### src/rtl/mic_spi_rx_multi_pkg.sv
// mic_spi_pkg: shared types and helpers for the multi-channel
// SPI microphone receiver and its benches.
package mic_spi_pkg;

    typedef enum logic [1:0] {
        IDLE,
        SETUP,
        SHIFT,
        GAP
    } state_t;

    // clk cycles from one cs fall to the next in continuous framing
    function automatic int frame_period(
        input int div_log2,
        input int frame_bits,
        input int gap_cycles
    );
        return (1 << div_log2)
             + 2 * (1 << div_log2) * frame_bits
             + gap_cycles;
    endfunction

    localparam int FRAME_PERIOD_DEF = frame_period(3, 32, 64);

    // unsigned magnitude; the most negative value maps to 2^31
    function automatic logic [31:0] abs_mag(
        input logic signed [31:0] x
    );
        return x[31] ? -x : x;
    endfunction

endpackage

### src/rtl/mic_spi_rx_multi_if.sv
// mic_spi_rx_multi_if: sample delivery handshake between the
// receiver (master) and the audio pipeline (slave).
interface mic_spi_rx_multi_if #(
    parameter int N_CH     = 1,
    parameter int SAMPLE_W = 16
);
    logic [N_CH*SAMPLE_W-1:0] sample;
    logic                     valid;
    logic                     ready;
    logic                     overrun;

    modport master (
        output sample,
        output valid,
        output overrun,
        input  ready
    );

    modport slave (
        input  sample,
        input  valid,
        input  overrun,
        output ready
    );
endinterface

### src/rtl/mic_spi_rx_multi_sck_gen.sv
// mic_spi_sck_gen: frame FSM producing cs/sck plus the per-bit
// capture strobe and the end-of-frame strobe.
module mic_spi_sck_gen
    import mic_spi_pkg::*;
#(
    parameter int DIV_LOG2   = 3,
    parameter int FRAME_BITS = 32,
    parameter int GAP_CYCLES = 64
) (
    input  logic clk,
    input  logic reset_n,
    input  logic enable,
    output logic cs,
    output logic sck,
    output logic capture,
    output logic frame_done
);

    localparam int H  = 1 << DIV_LOG2;
    localparam int GW = (GAP_CYCLES > 1) ? $clog2(GAP_CYCLES) : 1;
    localparam int PW = (DIV_LOG2 > GW) ? DIV_LOG2 : GW;
    localparam int BW = (FRAME_BITS > 1) ? $clog2(FRAME_BITS) : 1;

    localparam logic [PW-1:0] PH_HALF  = PW'(H - 1);
    localparam logic [PW-1:0] PH_GAP   = PW'(GAP_CYCLES - 1);
    localparam logic [PW-1:0] PH_ONE   = PW'(1);
    localparam logic [BW-1:0] BIT_LAST = BW'(FRAME_BITS - 1);
    localparam logic [BW-1:0] BIT_ONE  = BW'(1);

    state_t        state, state_n;
    logic [PW-1:0] phase, phase_n;
    logic [BW-1:0] bit_cnt, bit_n;
    logic          cs_n, sck_n;

    // state, counters and the registered cs/sck pins
    always_ff @(posedge clk) begin
        if (!reset_n) begin
            state   <= IDLE;
            phase   <= '0;
            bit_cnt <= '0;
            cs      <= 1'b1;
            sck     <= 1'b1;
        end else begin
            state   <= state_n;
            phase   <= phase_n;
            bit_cnt <= bit_n;
            cs      <= cs_n;
            sck     <= sck_n;
        end
    end

    // next state, counter reloads and strobes; sck low half ends
    // with a capture, first cycle of the last high half ends the frame
    always_comb begin
        state_n    = state;
        phase_n    = phase;
        bit_n      = bit_cnt;
        cs_n       = cs;
        sck_n      = sck;
        capture    = 1'b0;
        frame_done = 1'b0;
        unique case (state)
            IDLE: begin
                cs_n  = 1'b1;
                sck_n = 1'b1;
                if (enable) begin
                    state_n = SETUP;
                    cs_n    = 1'b0;
                    phase_n = PH_HALF;
                end
            end
            SETUP: begin
                if (phase == '0) begin
                    state_n = SHIFT;
                    sck_n   = 1'b0;
                    phase_n = PH_HALF;
                    bit_n   = BIT_LAST;
                end else begin
                    phase_n = phase - PH_ONE;
                end
            end
            SHIFT: begin
                if (!sck) begin
                    if (phase == '0) begin
                        capture = 1'b1;
                        sck_n   = 1'b1;
                        phase_n = PH_HALF;
                    end else begin
                        phase_n = phase - PH_ONE;
                    end
                end else begin
                    frame_done = (bit_cnt == '0) && (phase == PH_HALF);
                    if (phase == '0) begin
                        if (bit_cnt == '0) begin
                            state_n = GAP;
                            cs_n    = 1'b1;
                            phase_n = PH_GAP;
                        end else begin
                            bit_n   = bit_cnt - BIT_ONE;
                            sck_n   = 1'b0;
                            phase_n = PH_HALF;
                        end
                    end else begin
                        phase_n = phase - PH_ONE;
                    end
                end
            end
            GAP: begin
                if (phase == '0) begin
                    if (enable) begin
                        state_n = SETUP;
                        cs_n    = 1'b0;
                        phase_n = PH_HALF;
                    end else begin
                        state_n = IDLE;
                    end
                end else begin
                    phase_n = phase - PH_ONE;
                end
            end
            default: begin
                state_n = IDLE;
            end
        endcase
    end

endmodule

### src/rtl/mic_spi_rx_multi.sv
// mic_spi_rx_multi: N_CH-channel SPI mic/ADC receiver, one
// shared cs/sck. Peak tracker built only with MIC_SPI_PEAK_EN.
module mic_spi_rx_multi
    import mic_spi_pkg::*;
#(
    parameter int N_CH       = 1,
    parameter int DIV_LOG2   = 3,
    parameter int FRAME_BITS = 32,
    parameter int SAMPLE_W   = 16,
    parameter int MSB_POS    = 30,
    parameter int GAP_CYCLES = 64
) (
    input  logic              clk,
    input  logic              reset_n,
    input  logic              enable,
    output logic              cs,
    output logic              sck,
    input  logic [N_CH-1:0]   sdo,
    mic_spi_rx_multi_if.master bus
`ifdef MIC_SPI_PEAK_EN
    ,
    output logic [N_CH*SAMPLE_W-1:0] peak,
    input  logic                     peak_clr
`endif
);

    logic                     capture;
    logic                     frame_done;
    logic                     valid_q;
    logic                     overrun_q;
    logic [N_CH*SAMPLE_W-1:0] sample_w;

    mic_spi_sck_gen #(
        .DIV_LOG2   (DIV_LOG2),
        .FRAME_BITS (FRAME_BITS),
        .GAP_CYCLES (GAP_CYCLES)
    ) u_sck_gen (
        .clk        (clk),
        .reset_n    (reset_n),
        .enable     (enable),
        .cs         (cs),
        .sck        (sck),
        .capture    (capture),
        .frame_done (frame_done)
    );

    // one data set per frame; overwrite when unconsumed, flag overrun
    always_ff @(posedge clk) begin
        if (!reset_n) begin
            valid_q   <= 1'b0;
            overrun_q <= 1'b0;
        end else begin
            overrun_q <= frame_done && valid_q && !bus.ready;
            if (frame_done) begin
                valid_q <= 1'b1;
            end else if (valid_q && bus.ready) begin
                valid_q <= 1'b0;
            end
        end
    end

    assign bus.sample  = sample_w;
    assign bus.valid   = valid_q;
    assign bus.overrun = overrun_q;

`ifdef MIC_SPI_PEAK_EN
    logic upd_q;

    // peaks follow the sample register by one clk
    always_ff @(posedge clk) begin
        if (!reset_n) begin
            upd_q <= 1'b0;
        end else begin
            upd_q <= frame_done;
        end
    end
`endif

    for (genvar c = 0; c < N_CH; c++) begin : g_ch
        // bits above MSB_POS never reach the sample, so not stored
        logic [MSB_POS:0]    sh;
        logic [SAMPLE_W-1:0] smp;

        // MSB-first shift on the sck rising capture edge
        always_ff @(posedge clk) begin
            if (!reset_n) begin
                sh <= '0;
            end else if (capture) begin
                sh <= {sh[MSB_POS-1:0], sdo[c]};
            end
        end

        // sample register loaded once the last bit is in
        always_ff @(posedge clk) begin
            if (!reset_n) begin
                smp <= '0;
            end else if (frame_done) begin
                smp <= sh[MSB_POS -: SAMPLE_W];
            end
        end

        assign sample_w[c*SAMPLE_W +: SAMPLE_W] = smp;

`ifdef MIC_SPI_PEAK_EN
        logic [SAMPLE_W-1:0] pk;
        logic [SAMPLE_W-1:0] mag;

        assign mag = SAMPLE_W'(abs_mag(32'(signed'(smp))));

        // running |sample| max; clear wins but keeps a same-cycle update
        always_ff @(posedge clk) begin
            if (!reset_n) begin
                pk <= '0;
            end else if (peak_clr) begin
                pk <= upd_q ? mag : '0;
            end else if (upd_q && (mag > pk)) begin
                pk <= mag;
            end
        end

        assign peak[c*SAMPLE_W +: SAMPLE_W] = pk;
`endif
    end

endmodule

### src/flat_wrapper.sv
// flat-port wrapper written by rule: the top's interface ports become plain ports
module mic_spi_rx_multi_flat import mic_spi_pkg::*;
#(
    parameter int N_CH       = 1,
    parameter int DIV_LOG2   = 3,
    parameter int FRAME_BITS = 32,
    parameter int SAMPLE_W   = 16,
    parameter int MSB_POS    = 30,
    parameter int GAP_CYCLES = 64
)
  (clk, reset_n, enable, cs, sck, sdo, bus_sample, bus_valid, bus_overrun, bus_ready);
  mic_spi_rx_multi_if #(.N_CH(N_CH), .SAMPLE_W(SAMPLE_W)) bus_i ();
  input  logic clk;
  input  logic reset_n;
  input  logic enable;
  output logic cs;
  output logic sck;
  input  logic [N_CH-1:0] sdo;
  output wire logic [$bits(bus_i.sample)-1:0] bus_sample;
  output wire logic [$bits(bus_i.valid)-1:0] bus_valid;
  output wire logic [$bits(bus_i.overrun)-1:0] bus_overrun;
  input wire logic [$bits(bus_i.ready)-1:0] bus_ready;
  assign bus_sample = bus_i.sample;
  assign bus_valid = bus_i.valid;
  assign bus_overrun = bus_i.overrun;
  assign bus_i.ready = bus_ready;
  mic_spi_rx_multi #(.N_CH(N_CH), .DIV_LOG2(DIV_LOG2), .FRAME_BITS(FRAME_BITS), .SAMPLE_W(SAMPLE_W), .MSB_POS(MSB_POS), .GAP_CYCLES(GAP_CYCLES)) u_core (.clk(clk), .reset_n(reset_n), .enable(enable), .cs(cs), .sck(sck), .sdo(sdo), .bus(bus_i));
endmodule
### config.mk
export PLATFORM = sky130hd
export DESIGN_NAME = mic_spi_rx_multi_flat
export DESIGN_NICKNAME = d
export VERILOG_FILES = /design/src/rtl/mic_spi_rx_multi_pkg.sv /design/src/rtl/mic_spi_rx_multi_if.sv /design/src/rtl/mic_spi_rx_multi_sck_gen.sv /design/src/rtl/mic_spi_rx_multi.sv /design/src/flat_wrapper.sv
export SDC_FILE = /design/constraint.sdc
export NUM_CORES = 1
export LEC_CHECK = 0
export CAP_MARGIN = 20
export CORE_MARGIN = 2
export CORE_UTILIZATION = 55
export CTS_BUF_LIST = sky130_fd_sc_hd__clkbuf_8
export DETAILED_ROUTE_END_ITERATION = 8
export GPL_ROUTABILITY_DRIVEN = 0
export HOLD_SLACK_MARGIN = 0.15
export MAX_ROUTING_LAYER = met4
export PLACE_DENSITY = 0.88
export SLEW_MARGIN = 25
export SYNTH_ARGS = -nofsm -noshare
export SYNTH_HDL_FRONTEND = slang
export SYNTH_SLANG_ARGS = --single-unit
### constraint.sdc
create_clock -name clk -period 5.3 [get_ports clk]
set_input_delay 1.06 -clock clk [delete_from_list [all_inputs] [get_ports clk]]
set_output_delay 1.06 -clock clk [all_outputs]
set_load 0.005 [all_outputs]
; Yosys cells after proc, flatten, opt, wreduce, memory -nomap -nowiden
; Cells that the tools add are included.
[classes]
n_addsub = 2
mul = 0
div_mod_pow = 0
n_lt_le_gt_ge = 0
eq_ne = 12
shift = 0
muxes = 39
bitwise_logic = 0
n_reduce_logical = 16
[op_table]
columns = operator, n
row1 = 6-bit 2-to-1 mux, 6
row2 = 6-bit one-hot mux with 4 select lines, 1
row3 = 5-bit 2-to-1 mux, 4
row4 = 1-bit 2-to-1 mux, 18
row5 = 2-bit != test (second input constant), 8
row6 = 2-bit 2-to-1 mux, 6
row7 = 6-bit AND reduction, 2
row8 = 5-bit one-hot mux with 2 select lines, 1
row9 = 2-bit one-hot mux with 4 select lines, 1
row10 = 6-bit by 3-bit == test with 1-bit output (second input constant), 1
row11 = 6-bit zero test, 1
row12 = 1-bit one-hot mux with 3 select lines, 2
row13 = 3-bit nonzero test, 2
row14 = 6-bit by 1-bit subtractor with 6-bit output (second input constant), 1
row15 = 5-bit zero test, 1
row16 = 5-bit AND reduction, 1
row17 = 5-bit by 1-bit subtractor with 5-bit output (second input constant), 1
row18 = 2-bit == test (second input constant), 2
row19 = 1-bit logical AND, 4
row20 = 2-bit nonzero test, 2
row21 = 2-bit by 1-bit == test with 1-bit output (second input constant), 1
row22 = 2-bit zero test, 1
row23 = 2-bit AND reduction, 1
row24 = 1-bit zero test, 1
[word_totals]
register_bits = 64
latchBits = 0
ramBits = 0
romBits = 0
input_bits = 5
output_inout_bits = 20
elab_cells = 78
n_memories = 0

; Longest topological paths before layout
[depth]
depth_word = 6
ltp_mapped = 8
mapped_depth_nobuf = 7

; Modules after synthesis
; From an unflattened synthesis, not the netlist that was laid out.
[hier_totals]
cells_unflattened = 291
hier_area_um2 = 2940.3
[by_module_without_submodules]
columns = mod, n_inst, cells_each, area_each_um2, seq_area_each_um2
row1 = mic_spi_rx_multi, 1, 157, 1871.8, 980.9
row2 = mic_spi_sck_gen, 1, 134, 1068.5, 300.3

; Worst setup path before layout
; OpenSTA, ideal clock, no wires.
[synth_timing]
path_kind = flip-flop to flip-flop
start = register u_core.u_sck_gen.bit_cnt[0]
end = register u_core.u_sck_gen.cs
setup_time_ns = 0.129
t_arrival_ns = 1.971
t_required_ns = 5.171
slack_ns = 3.199
stages_incl_launch_ff = 8
path_buffers = 0
period_less_slack_ns = 2.101
path_cell_list = dfxtp_1 > inv_1 > ha_1 > or4b_4 > or4_4 > a211oi_1 > mux2i_1 > nand2_1
[synth_via]
elab_chain_len = 3
[synth_lines]
columns = item, line_no
row1 = from (decl), mic_spi_rx_multi_sck_gen.sv:32  ; logic [BW-1:0] bit_cnt, bit_n;
row2 = from (signal assigned), mic_spi_rx_multi_sck_gen.sv:46  ; bit_cnt <= bit_n;
row3 = 5-bit zero test, mic_spi_rx_multi_sck_gen.sv:94  ; if (bit_cnt == '0) begin
row4 = 2-bit != test (no source line), -
row5 = 6-bit AND reduction (no source line), -
row6 = to (signal assigned), mic_spi_rx_multi_sck_gen.sv:47  ; cs <= cs_n;
row7 = to (decl), mic_spi_rx_multi_sck_gen.sv:13  ; output logic cs,
; Every way passes these cells.
; A chain may end at the register's enable or synchronous reset.

; Worst setup path after layout
[layout_timing]
start = register u_core.u_sck_gen.state[0]
end = register u_core.g_ch[0].smp[4], in the netlist u_core.bus.sample[4]
[layout_via]
elab_chain_len = 2
[layout_lines]
columns = item, line_no
row1 = from (decl), mic_spi_rx_multi_sck_gen.sv:30  ; state_t state, state_n;
row2 = from (signal assigned), mic_spi_rx_multi_sck_gen.sv:44  ; state <= state_n;
row3 = 2-bit == test, mic_spi_rx_multi_sck_gen.sv:62  ; unique case (state)
row4 = 1-bit 2-to-1 mux, mic_spi_rx_multi_sck_gen.sv:62
row5 = to (signal assigned), mic_spi_rx_multi.sv:98  ; smp <= sh[MSB_POS -: SAMPLE_W];
row6 = to (decl), mic_spi_rx_multi.sv:82  ; logic [SAMPLE_W-1:0] smp;
; Every way passes these cells.

==> results.md <==
- Status: completed
- Final Cycle Share: 50.8%
- CTS root buffer: clkbuf_8
- Antenna Nets Post-Route: 0
- RSZ-0062 raised after global routing: no
- Core area: between 4000 and 5000 um2
- Total number of vias: 2,281
- Core Util, Final: 67.4%
- Most frequent cells in the layout: nand2_1 (74), dfxtp_1 (64), a21oi_1 (44), nor2_1 (27), clkdlybuf4s50_1 (24)
- Tmin final: approximately 2.7 ns
- Yosys warns: 0
- Global route total overflow: 0
- Fmax: 372 MHz
- Post-synthesis cell area: 2710 um2
- Setup crit end kind: flop
- Hold buffers post-CTS: 0
- Synth area leader: dfxtp_1
- Cells on worst reg2reg path: 7
- PostCTS Resize Cnt: 0
- DRT Pass-1 Iters: 5
- Largest delay contributor family on the critical path: simple AND/OR/NAND/NOR gates
- Synth Register Bits: 64
- Register area share after synthesis: ~47%
- Sink Count: 64
- First-pass GRT wire length: 8860 um
- Reg2Reg Setup Slack: 2.61 ns
- # diodes: 0
- CP cell instances: inv_1 -> ha_1 -> inv_1 -> nor3_1 -> nand2_1 -> mux2i_1 -> nor2_1
- Yosys cell types: 38
- Post-Layout Cell Count: 414
- Max Slew Vio Count: 0
- Fin. Hold Viols: 0
- Reg-to-Reg Start: u_core.u_sck_gen.state[0]
- Slowest-stage cell, CP: nand2_1
- Syn nets: 336
- Post-CTS setup buffer count: 0
- Die Area: 5500 um2
- Peak VDD IR: roughly 0.00026 V
- # placed instances: ~400
- GRT Resource Usage Total: a little over a fifth
- Initial Util: 57.4%
- # port buffers: 24
- DRC: 0
- Routed WL: roughly 5400 um
- # rows: 25
- Setup violators final: 0
- CP Launch Point: u_core.u_sck_gen.state[0]
- CP Class: reg -> reg
- Leakage power: roughly 1.3 nW
- WP buf/inv: 2
- Crit path DAT: between 2 and 3 ns
- Setup TNS: 0 ns
- WL/cell: 13.0 um
- Final Skew: 0.00989 ns
- Largest net degree at the start of global routing: 56
- DP Area: 2980 um2
- Worst Hold Class: reg -> reg
- Crit path top cell by count: inv_1
- Final HPWL DP: roughly 3400 um
- Synth Area per Inst: 8.44 um2
- Async set-or-reset flop fraction in the synthesized netlist: 0%
- Die width: 74.2 um
- Drt first-iter violations: 202
- Number of global-route vias before repair: 2,030
- CP max stage delay: ~0.62 ns
- Clock transition at path regs: roughly 0.07 ns
- Number of synthesized flops with an enable pin: 0
- End of the critical path: u_core.bus.sample[4]
- Worst Tran Pin Value: 0.995 ns
- Highest net fanout along the worst path: 18
- Critical path depth: 7
- Nets: between 300 and 400
- CTS tree: built
- Yosys top cell area share: 47.3%
- Ports: 25
- Largest buffer count on any clock path: 2
- Chip Height: ~74 um
- PwrDens: between 400 and 500 nW/um2
- CP Launch Type: flop
- Vias per std cell: 5.51
- Layout cells sized above 1: about 6.3%
- Capturing point of the worst reg2reg path: u_core.bus.sample[4]
- Total of max-cap violations: 0
- Initial antenna violation count: 0
- Synth top area cells: dfxtp_1 (47%), nand2_1 (10%), a21oi_1 (8.1%), mux2i_1 (6.7%), ha_1 (4.6%)
- Relative slew slack: around a third
- Total CTS buffers: 9
- Area growth, synth to finish: 17.5%
- Leading cell type in the layout, fill and taps excluded: nand2_1
- Critical Path RT: 5.49 ns
- Clock Latency Late Sink: 0.34 ns
- Post-Synthesis Cells: between 300 and 400
- Dominant synthesized flop cell: dfxtp_1
- Max H-tree Level: 3
- Final Cell Area: about 3200 um2
-- synthesized netlist by cell type, drive strengths merged (2+ instances only) --
cell type / n
a211oi: 2
a21oi: 44
a31oi: 3
buf: 4
clkbuf: 11
dfxtp: 64
ha: 10
inv: 11
mux2i: 18
nand2: 74
nand2b: 2
nand3: 4
nor2: 27
nor2b: 2
nor3: 8
nor4: 2
o211a: 2
o211ai: 4
o21ai: 5
o31ai: 2
or3: 4
xnor2: 3
-- layer usage --
| metal | global-route usage [%] | part of all wire (%) | up-vias | routed length [um] |
|---|---|---|---|---|
| met2 | 33.3 | 49 | 68 | 2650 |
| met4 | 12.5 | 2.6 | 0 | 138 |
| met3 | 3.93 | 4.5 | 14 | 245 |
| met1 | 26.6 | 44 | 1061 | 2360 |
| li1 | - | - | 1138 | - |
| met5 | - | 0 | - | 0 |
-- worst min path at each step --
stage / slack [ns] / cells after the start / to / start
finish: 0.45 / 2 / u_core.g_ch[0].sh[3] / u_core.g_ch[0].sh[2]
global placement: 0.44 / 2 / u_core.g_ch[0].sh[1] / u_core.g_ch[0].sh[0]
detailed placement: 0.45 / 2 / u_core.g_ch[0].sh[4] / u_core.g_ch[0].sh[3]
global route: 0.46 / 2 / u_core.g_ch[0].sh[4] / u_core.g_ch[0].sh[3]
floorplan: 0.43 / 2 / u_core.g_ch[0].sh[10] / u_core.g_ch[0].sh[9]
CTS: 0.45 / 2 / u_core.g_ch[0].sh[4] / u_core.g_ch[0].sh[3]
-- worst register-to-register path: cells and delay by family, from the launching register on --
family        cells  cell delay (ns)
mux               1             0.42
flops             1             0.35
buf+inv           2             0.30
simple gates      3             1.01
fa+ha+maj         1             0.47
-- logic make-up after synthesis --
logic type | after synthesis | synth area share, %
buf+inv | 26 | 3.79
xor+xnor | 3 | 0.970
mux | 18 | 6.65
compound gates | 73 | 16.8
flops | 64 | 47.3
simple gates | 127 | 19.9
fa+ha+maj | 10 | 4.62
-- stage by stage --
stage          setup slack (ns)  power (W)  hold slack [ns]
2_1_floorplan              3.20   0.000955            0.432
3_3_place_gp               2.56    0.00105            0.436
3_5_place_dp               2.55    0.00106            0.445
4_1_cts                    2.59    0.00147            0.455
5_1_grt                    2.34    0.00156            0.461
6_report                   2.61    0.00148            0.449
-- layout make-up --
cell class | count | area (um2)
timing repair buffer | 25 | 248
clock buffer | 10 | 138
multi-input combinational | 231 | 1330
fill | 374 | 1540
inverter | 11 | 41.3
sequential | 64 | 1280
clock inverter | 6 | 60.1
tap | 67 | 83.8
-- sequential cells by signal, indices dropped and copies added (netlist names) --
register / flops
u_core.bus.valid: 1
u_core.g_ch.sh: 31
u_core.u_sck_gen.phase: 6
u_core.u_sck_gen.bit_cnt: 5
u_core.bus.sample: 16
u_core.u_sck_gen.cs: 1
u_core.bus.overrun: 1
u_core.u_sck_gen.state: 2
u_core.u_sck_gen.sck: 1
-- report_power, final --
group | total [W] | switching, W | internal [W] | leakage (nW)
Clock | 0.000409 | 0.000182 | 0.000227 | 0.103
Combinational | 0.000499 | 0.000301 | 0.000198 | 0.634
Sequential | 0.000570 | 0.0000477 | 0.000522 | 0.517
No activity file was read; power rests on OpenSTA's default activity.
